$ cat config.mk
export PLATFORM = sky130hd
export DESIGN_NAME = store_buffer
export DESIGN_NICKNAME = d
export VERILOG_FILES = /design/src/rtl/store_buffer.sv
export SDC_FILE = /design/constraint.sdc
export NUM_CORES = 1
export LEC_CHECK = 0
export ABC_AREA = 1
export BUFFER_PORTS_ARGS = -buffer_cell sky130_fd_sc_hd__buf_2
export CAP_MARGIN = 30
export CORE_MARGIN = 10
export CORE_UTILIZATION = 40
export DETAILED_ROUTE_END_ITERATION = 8
export GPL_TIMING_DRIVEN = 0
export PLACE_DENSITY = 0.55
export RECOVER_POWER = 50
export SETUP_SLACK_MARGIN = 0.2
export SLEW_MARGIN = 0
export SYNTH_ARGS = -nofsm -noshare
export SYNTH_HDL_FRONTEND = slang
export SYNTH_SLANG_ARGS = --single-unit
$ cat constraint.sdc
create_clock -name clk -period 5.95 [get_ports clk]
set_clock_uncertainty 0.2 [all_clocks]
set_input_delay 1.19 -clock clk [delete_from_list [all_inputs] [get_ports clk]]
set_output_delay 1.19 -clock clk [all_outputs]
set_load 0.03 [all_outputs]
$ cat src/rtl/store_buffer.sv
// store_buffer: in-order posted-write FIFO of byte-masked word entries with a
// combinational load lookup that reports full-coverage hits or partial-overlap conflicts.
module store_buffer #(
   parameter int DEPTH  = 4,
   parameter int ADDR_W = 32,
   parameter int CNT_W  = 3
) (
   input  logic              clk,
   input  logic              reset,
   input  logic              st_valid,
   output logic              st_ready,
   input  logic [ADDR_W-1:0] st_addr,
   input  logic [31:0]       st_data,
   input  logic [1:0]        st_size,
   output logic              st_misaligned,
   input  logic              ld_valid,
   input  logic [ADDR_W-1:0] ld_addr,
   input  logic [1:0]        ld_size,
   output logic              ld_hit,
   output logic              ld_conflict,
   output logic [31:0]       ld_data,
   output logic              mem_req_valid,
   input  logic              mem_req_ready,
   output logic [ADDR_W-1:0] mem_req_addr,
   output logic [31:0]       mem_req_data,
   output logic [3:0]        mem_req_be,
   output logic [CNT_W-1:0]  count,
   output logic              empty
);
   localparam int PW = $clog2(DEPTH);

   function automatic logic [3:0] lane_be(input logic [1:0] size, input logic [1:0] a);
      return size == 2'b00 ? 4'b0001 << a : size == 2'b01 ? 4'b0011 << {a[1], 1'b0} : 4'b1111;
   endfunction

   function automatic logic is_aligned(input logic [1:0] size, input logic [1:0] a);
      return size == 2'b00 || (size == 2'b01 && !a[0]) || (size == 2'b10 && a == 2'b00);
   endfunction

   logic [ADDR_W-3:0] e_addr [DEPTH];
   logic [31:0]       e_data [DEPTH];
   logic [3:0]        e_be   [DEPTH];
   logic [DEPTH-1:0]  e_valid;
   logic [PW-1:0]     head, tail, idx;
   logic [31:0]       st_lane, y_data;
   logic [3:0]        ld_mask;
   logic              st_ok, push, pop, y_cover, any_ov, ov, ld_act;

   assign st_ok    = is_aligned(st_size, st_addr[1:0]);
   assign st_lane  = st_size == 2'b00 ? {24'b0, st_data[7:0]} << {st_addr[1:0], 3'b000} :
                     st_size == 2'b01 ? {16'b0, st_data[15:0]} << {st_addr[1], 4'b0000} : st_data;
   assign st_ready = count < CNT_W'(DEPTH);
   assign push     = st_valid & st_ready & st_ok;
   assign empty    = reset | (count == '0);
   assign mem_req_valid = !empty;
   assign pop      = mem_req_valid & mem_req_ready;
   assign mem_req_addr  = {e_addr[head], 2'b00};
   assign mem_req_data  = e_data[head];
   assign mem_req_be    = e_be[head];

   always_ff @(posedge clk) begin
      if (reset) begin
         head          <= '0;
         tail          <= '0;
         count         <= '0;
         e_valid       <= '0;
         st_misaligned <= 1'b0;
      end else begin
         st_misaligned <= st_valid & st_ready & !st_ok;
         if (push) begin
            e_addr[tail]  <= st_addr[ADDR_W-1:2];
            e_data[tail]  <= st_lane;
            e_be[tail]    <= lane_be(st_size, st_addr[1:0]);
            e_valid[tail] <= 1'b1;
            tail          <= tail + PW'(1);
         end
         if (pop) begin
            e_valid[head] <= 1'b0;
            head          <= head + PW'(1);
         end
         count <= count + CNT_W'(push) - CNT_W'(pop);
      end
   end

   // Walk oldest to youngest so the last overlapping entry seen is the youngest.
   always_comb begin
      ld_mask = lane_be(ld_size, ld_addr[1:0]);
      idx     = '0;
      ov      = 1'b0;
      any_ov  = 1'b0;
      y_cover = 1'b0;
      y_data  = '0;
      for (int i = 0; i < DEPTH; i++) begin
         idx = head + PW'(i);
         ov  = e_valid[idx] && e_addr[idx] == ld_addr[ADDR_W-1:2] && (e_be[idx] & ld_mask) != 4'b0;
         if (ov) begin
            any_ov  = 1'b1;
            y_cover = (e_be[idx] & ld_mask) == ld_mask;
            y_data  = e_data[idx];
         end
      end
      ld_act      = ld_valid & !reset & is_aligned(ld_size, ld_addr[1:0]);
      ld_hit      = ld_act & y_cover;
      ld_conflict = ld_act & any_ov & !y_cover;
      ld_data     = ld_hit ? y_data : 32'b0;
   end
endmodule

==> metrics, run 1 <==
Critical Path End ld_data[17]; final setup vio count 33; final period utilization 101.7%; Buf/Inv on CP 15; synth top area cells edfxtp_1, nand2_1, nand3_1; worst path required time 4.56 ns; Critical Path Stages 25; pin count of the biggest net entering global routing 26; Syn Inst Count 2868; Clock Path Buffers 3; nets 3284; fmax 165.2 MHz; Reg-to-Reg Start head[0]; Slew @ Worst Pin 1.134 ns; VDD IR max 0.0002662 V; grt total ovfl 0; synth unique cells 39; Arr. time, crit path 4.66 ns; crit-path max FO 10; CTS tree built; fin area 0.02486 mm²; kind of critical path flip-flop to output pin; initial drt markers 3967; clock latency on the worst-skew pair 0.56 ns; Seq cells post-synth 278; net switching power 3.541 mW; Slew HR 24.38%; Max-cap violations 0; Sw Share 44.54%; total clock sinks 278; Post-synth EDFFs 264; HPWL after DPL 74.43 mm; Final Slew Violations 0; first-pass GRT wire length 143.6 mm; drt first pass iters 7; Largest stage delay, worst path 0.47 ns; PwrDens 319.9 mW/mm²; die span in x 243.1 µm; Starting Density 40.58%; Synth top cells by count nand2_1, nand3_1, o21ai_0, edfxtp_1, inv_1; r2r setup slk 2.89 ns; Leak Pwr 10.69 nW; power share of the clock group 26.6%; Netlist Area Pre-Place 0.01991 mm²; number of vias per cell 5.964; Worst setup EP type output pin; cell family with most CP delay buffers and inverters; combinational share of power 45.1%; count leader, synth nand2_1; I/O Buffers 211; clock-pin slew on the worst setup and hold paths 0.06 ns; Routed WL 102.6 mm; outcome complete, but fails checks; die area 0.05909 mm²; syn_area_per_cell 6.940 µm²; core box area 0.04905 mm²; asr flop ratio synth 0%; setup ws final -0.1034 ns; worst setup path start head[0]; worst hold path class flip-flop to flip-flop; Die Ht 243.1 µm; via count 23000; Placer Congestion 1.009; top cell type by total area after synthesis edfxtp_1; Worst setup SP type flip-flop; post-synth top area share 39.83%; worst r2r path cells 15; Sequential Power Share 28.4%; final core occ 50.67%; I/O pins 214; initial antenna violation count 0; final setup TNS -1.483 ns; Crit-path slowest cell xor2_1; Layout Area Growth over Synthesis 24.87%; vias in the first global route 20650; Total GRT Usage 32.80%; register area share after synthesis 41.23%; failing checks setup timing; cts hold-fix bufs 0; layout cell share with drive strength beyond 1 15.70%; Hold Fails Final Rpt 0; WL/cell 26.59 µm; RSZ-0062 raised after global routing true; H-tree Lvls 2; Period minus WS final 6.053 ns; Detail Route Antenna Nets 0; Root Buffer clkbuf_16; ys flop type edfxtp_1; Site Rows 81; Synth Warn # 0; Placed Instance Area 0.02207 mm²; DRC violations left 0; hold path depth 1; clock buffer count from CTS 34; Cell Int Power 4.409 mW
==> worst register-to-register path: stages, from the launching register on <==
cell	delay, ns
dfxtp_4	0.36
buf_6	0.14
inv_8	0.04
buf_12	0.11
buf_12	0.12
clkbuf_16	0.14
clkbuf_16	0.15
clkbuf_16	0.15
ha_4	0.22
buf_8	0.13
inv_6	0.06
buf_12	0.12
buf_12	0.16
buf_12	0.17
clkbuf_1	0.43
o21ai_0	0.22
==> power groups by stage <==
| stage | clock network [mW] | logic, mW | registers, mW |
|---|---|---|---|
| finish | 2.11 | 3.58 | 2.25 |
| global route | 2.21 | 3.74 | 2.26 |
| detailed placement | 0 | 3.19 | 2.29 |
| floorplan | 0 | 1.88 | 2.30 |
| global placement | 0 | 3.15 | 2.30 |
| CTS | 2.13 | 3.38 | 2.25 |
==> worst min path at each step <==
stage | from | end
6_report | count[2] | count[2]
5_1_grt | count[2] | count[2]
4_1_cts | count[2] | count[2]
3_5_place_dp | count[2] | count[2]
3_3_place_gp | count[2] | count[2]
2_1_floorplan | tail[1] | tail[1]
==> stage by stage <==
stage	std cells	hold WS (ns)	setup WS (ns)	total power, mW
final	3857	0.2812	-0.1034	7.950
after global routing	3856	0.3075	-0.1643	8.210
after CTS	3839	0.2833	-0.04269	7.763
after detailed placement	3756	0.2694	-1.919	5.479
after global placement	3744	0.2610	-3.525	5.455
after floorplan	2869	0.2901	0.4246	4.183
==> final cells by class <==
| cell class | instances | area, µm² |
|---|---|---|
| antenna | 1 | 2.502 |
| multi-input combinational | 2196 | 10530 |
| buffer | 180 | 1315 |
| clock buffer | 46 | 917.1 |
| inverter | 215 | 822.0 |
| sequential | 278 | 8212 |
| timing repair buffer | 263 | 2042 |
| fill | 4955 | 24200 |
| clock inverter | 14 | 181.4 |
| tap | 664 | 830.8 |
==> kinds of logic (layout without fill, tap and decap cells) <==
family                     after synthesis  count (layout)  synth area share, %
AOI/OAI and AO/OA                      549             549                14.69
xor gates and xnor gates                29              29                1.276
adders and majority gates               11              11               0.7292
buffers and inverters                  395             718                8.775
DFF                                    278             278                41.23
other                                    1               3              0.01884
and+or+nand+nor                       1605            1605                33.28
==> sequential cells by signal, indices dropped and copies added, names as in the netlist, named ones only <==
| register | count |
|---|---|
| st_misaligned | 1 |
| e_addr | 120 |
| e_be | 16 |
| tail | 2 |
| head | 2 |
| e_data | 128 |
| count | 3 |
| e_valid | 4 |
==> timing repair <==
action / in CTS / in global routing
hold endpoints to repair: 0 / 0
cloned: 2 / 6
pin swaps: 21 / 44
setup buffers: 21 / 10
setup endpoints to repair: 34 / 34
gates resized for setup: 225 / 106
==> metal layers <==
layer | wire [µm] | up-vias | global-route usage [%]
met3 | 13730 | 252 | 8.247
li1 | - | 10200 | -
met1 | 43160 | 10860 | 47.20
met5 | 0 | - | 0
met2 | 42370 | 1694 | 47.31
met4 | 3312 | 0 | 9.814
==> placed cells by master (no fill, tap or decap), types with 4 or more instances in the layout <==
cell and count:
nand3_1 374, nand3_2 16, clkbuf_1 107, buf_4 42, buf_2 180, ha_1 9, nand2_2 29, dfxtp_1 13
nor2_4 39, a22oi_1 14, clkbuf_16 44, buf_6 54, nor2_2 11, buf_1 15, buf_12 32, o21ai_0 285
a21oi_1 179, o21ai_1 11, nand2_1 1013, nor3_1 4, nand4_1 4, bufinv_16 4, edfxtp_1 264, buf_8 8
inv_6 4, buf_16 4, clkinv_2 4, nand3_4 5, or2_2 4, nor2_1 94, o211ai_1 43, xor2_1 27
inv_1 210, a211oi_1 4
No activity file was read; power rests on OpenSTA's default activity.
==> inputs of run 2 (changes only) <==
--- a/config.mk
+++ b/config.mk
@@ -10,6 +10,7 @@
 export CAP_MARGIN = 30
 export CORE_MARGIN = 10
 export CORE_UTILIZATION = 40
+export CTS_BUF_LIST = sky130_fd_sc_hd__clkbuf_16
 export DETAILED_ROUTE_END_ITERATION = 8
 export GPL_TIMING_DRIVEN = 0
 export PLACE_DENSITY = 0.55
@@ -19,3 +20,4 @@
 export SYNTH_ARGS = -nofsm -noshare
 export SYNTH_HDL_FRONTEND = slang
 export SYNTH_SLANG_ARGS = --single-unit
+export TNS_END_PERCENT = 5
==> run 2 against run 1 <==
The run still ends with setup timing left. Critical path depth rose by 2. Clock power barely moved. Non-clock buffer count fell by 13. Sequential share of layout area rose by 0.73 points. Sequential power barely moved. Maximum frequency fell by 0.18%. Register-to-register slack got worse by 0.06 ns. Hold slack barely moved. Largest cell class unchanged. Largest power group unchanged.
==> metrics, run 2 (synthesis results as in run 1) <==
vias in the first global route 20650 (-0.039%); Buf/Inv on CP 15 (unchanged); Period minus WS final 6.064 ns (+0.01105 ns); final setup vio count 34 (+3.0%); final setup TNS -1.772 ns (-0.2884 ns); Clock Path Buffers 3 (unchanged); Final Slew Violations 0 (unchanged); first-pass GRT wire length 143.5 mm (about the same); crit-path max FO 10 (unchanged); Crit-path slowest cell dfxtp_4; Sw Share 44.61% (+0.077 points); Leak Pwr 10.57 nW (-1.2%); kind of critical path flip-flop to output pin; smallest hold slack 0.2811 ns (-0.0001440 ns); grt total ovfl 0 (unchanged); Total GRT Usage 32.78% (about the same); worst hold path class flip-flop to flip-flop; Cell Int Power 4.382 mW (-0.63%); nets 3271 (-0.40%); combinational share of power 45.0% (about the same); DP Worst Slack -1.919 ns (unchanged); die span in x 243.1 µm (unchanged); Top reg by flops e_data; Slew @ Worst Pin 1.184 ns (+0.04920 ns); final period utilization 101.9% (+0.19 points); Worst setup EP type output pin; Starting Density 40.58% (unchanged); Slew HR 21.10% (-3.3 points); WHS Endpoint count[2]; hold path start count[2]; worst r2r path cells 15 (unchanged); layout cell share with drive strength beyond 1 14.31% (-1.4 points); PwrDens 325.3 mW/mm² (+1.7%); CTS tree built; RSZ-0062 raised after global routing true; Root Buffer clkbuf_16; commonest non-fill, non-tap cell in the layout nand2_1; H-tree Lvls 2 (unchanged); Power, Total 7.911 mW (-0.49%); Antenna Cells 0 (-1); power share of the clock group 26.5% (about the same); fmax 164.9 MHz (-0.18%); Die Ht 243.1 µm (unchanged); Hold Fails Final Rpt 0 (unchanged); pin count of the biggest net entering global routing 26 (unchanged); clock buffer count from CTS 34 (unchanged); Top Registers e_data: 128 flops, e_addr: 120 flops, e_be: 16 flops; most frequent cells in the layout nand2_1, nand3_1, o21ai_0; worst path required time 4.56 ns (about the same); cts hold-fix bufs 0 (unchanged); setup ws final -0.1144 ns (-0.01105 ns); core box area 0.04905 mm² (unchanged); final core occ 49.58% (-1.1 points); Detail Route Antenna Nets 0 (unchanged); DRC violations left 0 (unchanged); die area 0.05909 mm² (unchanged); clock latency on the worst-skew pair 0.55 ns (about the same); r2r setup slk 2.83 ns (-0.06 ns); outcome complete, but fails checks; initial antenna violation count 0 (unchanged); clock-pin slew on the worst setup and hold paths 0.06 ns (about the same); fin area 0.02432 mm² (-2.1%); Finished Layout Cells 3843 (-0.36%); Routed WL 101.9 mm (-0.69%); drt first pass iters 6 (-1); Cells after DPL 3756 (unchanged); Site Rows 81 (unchanged); Reg-to-Reg Start head[0]; I/O pins 214 (unchanged); via count 22980 (-0.091%); HPWL after DPL 74.43 mm (unchanged); max reg flops 128 (unchanged); Max-cap violations 0 (unchanged); Placed Instance Area 0.02207 mm² (unchanged); WL/cell 26.51 µm (-0.33%); total clock sinks 278 (unchanged); Largest stage delay, worst path 0.36 ns (-0.11 ns); cell family with most CP delay buffers and inverters; hold path depth 1 (unchanged); Worst setup SP type flip-flop; Sequential Power Share 28.5% (about the same); failing checks setup timing; number of vias per cell 5.980 (+0.27%); initial drt markers 3588 (-9.6%); net switching power 3.530 mW (-0.32%); VDD IR max 0.0002662 V (about the same); Layout Area Growth over Synthesis 22.18%; Arr. time, crit path 4.67 ns (about the same); Placer Congestion 1.009 (unchanged); I/O Buffers 211 (unchanged)
## run 2: changes by cell type in the layout (fill, tap and decap cells not counted), moves of 3 or more
cell / change
buf_4: +14
nand2_2: -11
nand3_2: -8
buf_6: -14
clkbuf_1: -11
inv_1: +11
clkbuf_16: -6
nor2_4: -12
nand3_1: +9
buf_12: -6
nor2_1: +12
buf_8: -3
nand2_1: +11
## run 2: worst max path at each step
stage / from / to / slack (ns) / cells after the start
global placement: st_size[1] / e_addr[3][3] / -3.53 / 9
global route: head[0] / ld_data[12] / -0.19 / 32
floorplan: st_size[1] / e_addr[0][0] / 0.42 / 8
finish: head[0] / ld_data[18] / -0.11 / 27
detailed placement: head[0] / ld_data[21] / -1.92 / 23
CTS: head[0] / ld_data[18] / -0.05 / 32
## run 2: layer usage
metal	GRT usage, %	part of all wire, %
met2	47.06	41
met4	10.11	3.3
met5	0	0
met1	47.30	42
met3	8.127	13
## run 2: layout make-up
| type | instances | area (µm²) |
|---|---|---|
| clock buffers | 35 | 875.8 |
| fillers | 5006 | 24730 |
| clock inverters | 25 | 222.7 |
| inverters | 215 | 817.0 |
| multi-input cells | 2196 | 10360 |
| plain buffers | 180 | 1232 |
| well taps | 664 | 830.8 |
| flip-flops and latches | 278 | 8212 |
| repair buffers | 250 | 1772 |
## run 2: power by group through the flow
stage	Clock (mW)	Combinational [mW]	Sequential, mW
global route	2.19	3.72	2.26
CTS	2.11	3.38	2.25
finish	2.09	3.56	2.25
detailed placement	0	3.19	2.29
global placement	0	3.15	2.30
floorplan	0	1.88	2.30
## run 2: repair_timing
| item | CTS | global route |
|---|---|---|
| pin swaps | 24 | 21 |
| cloned | 2 | 0 |
| setup endpoints to repair | 34 | 34 |
| gates resized for setup | 200 | 52 |
| setup buffers | 20 | 4 |
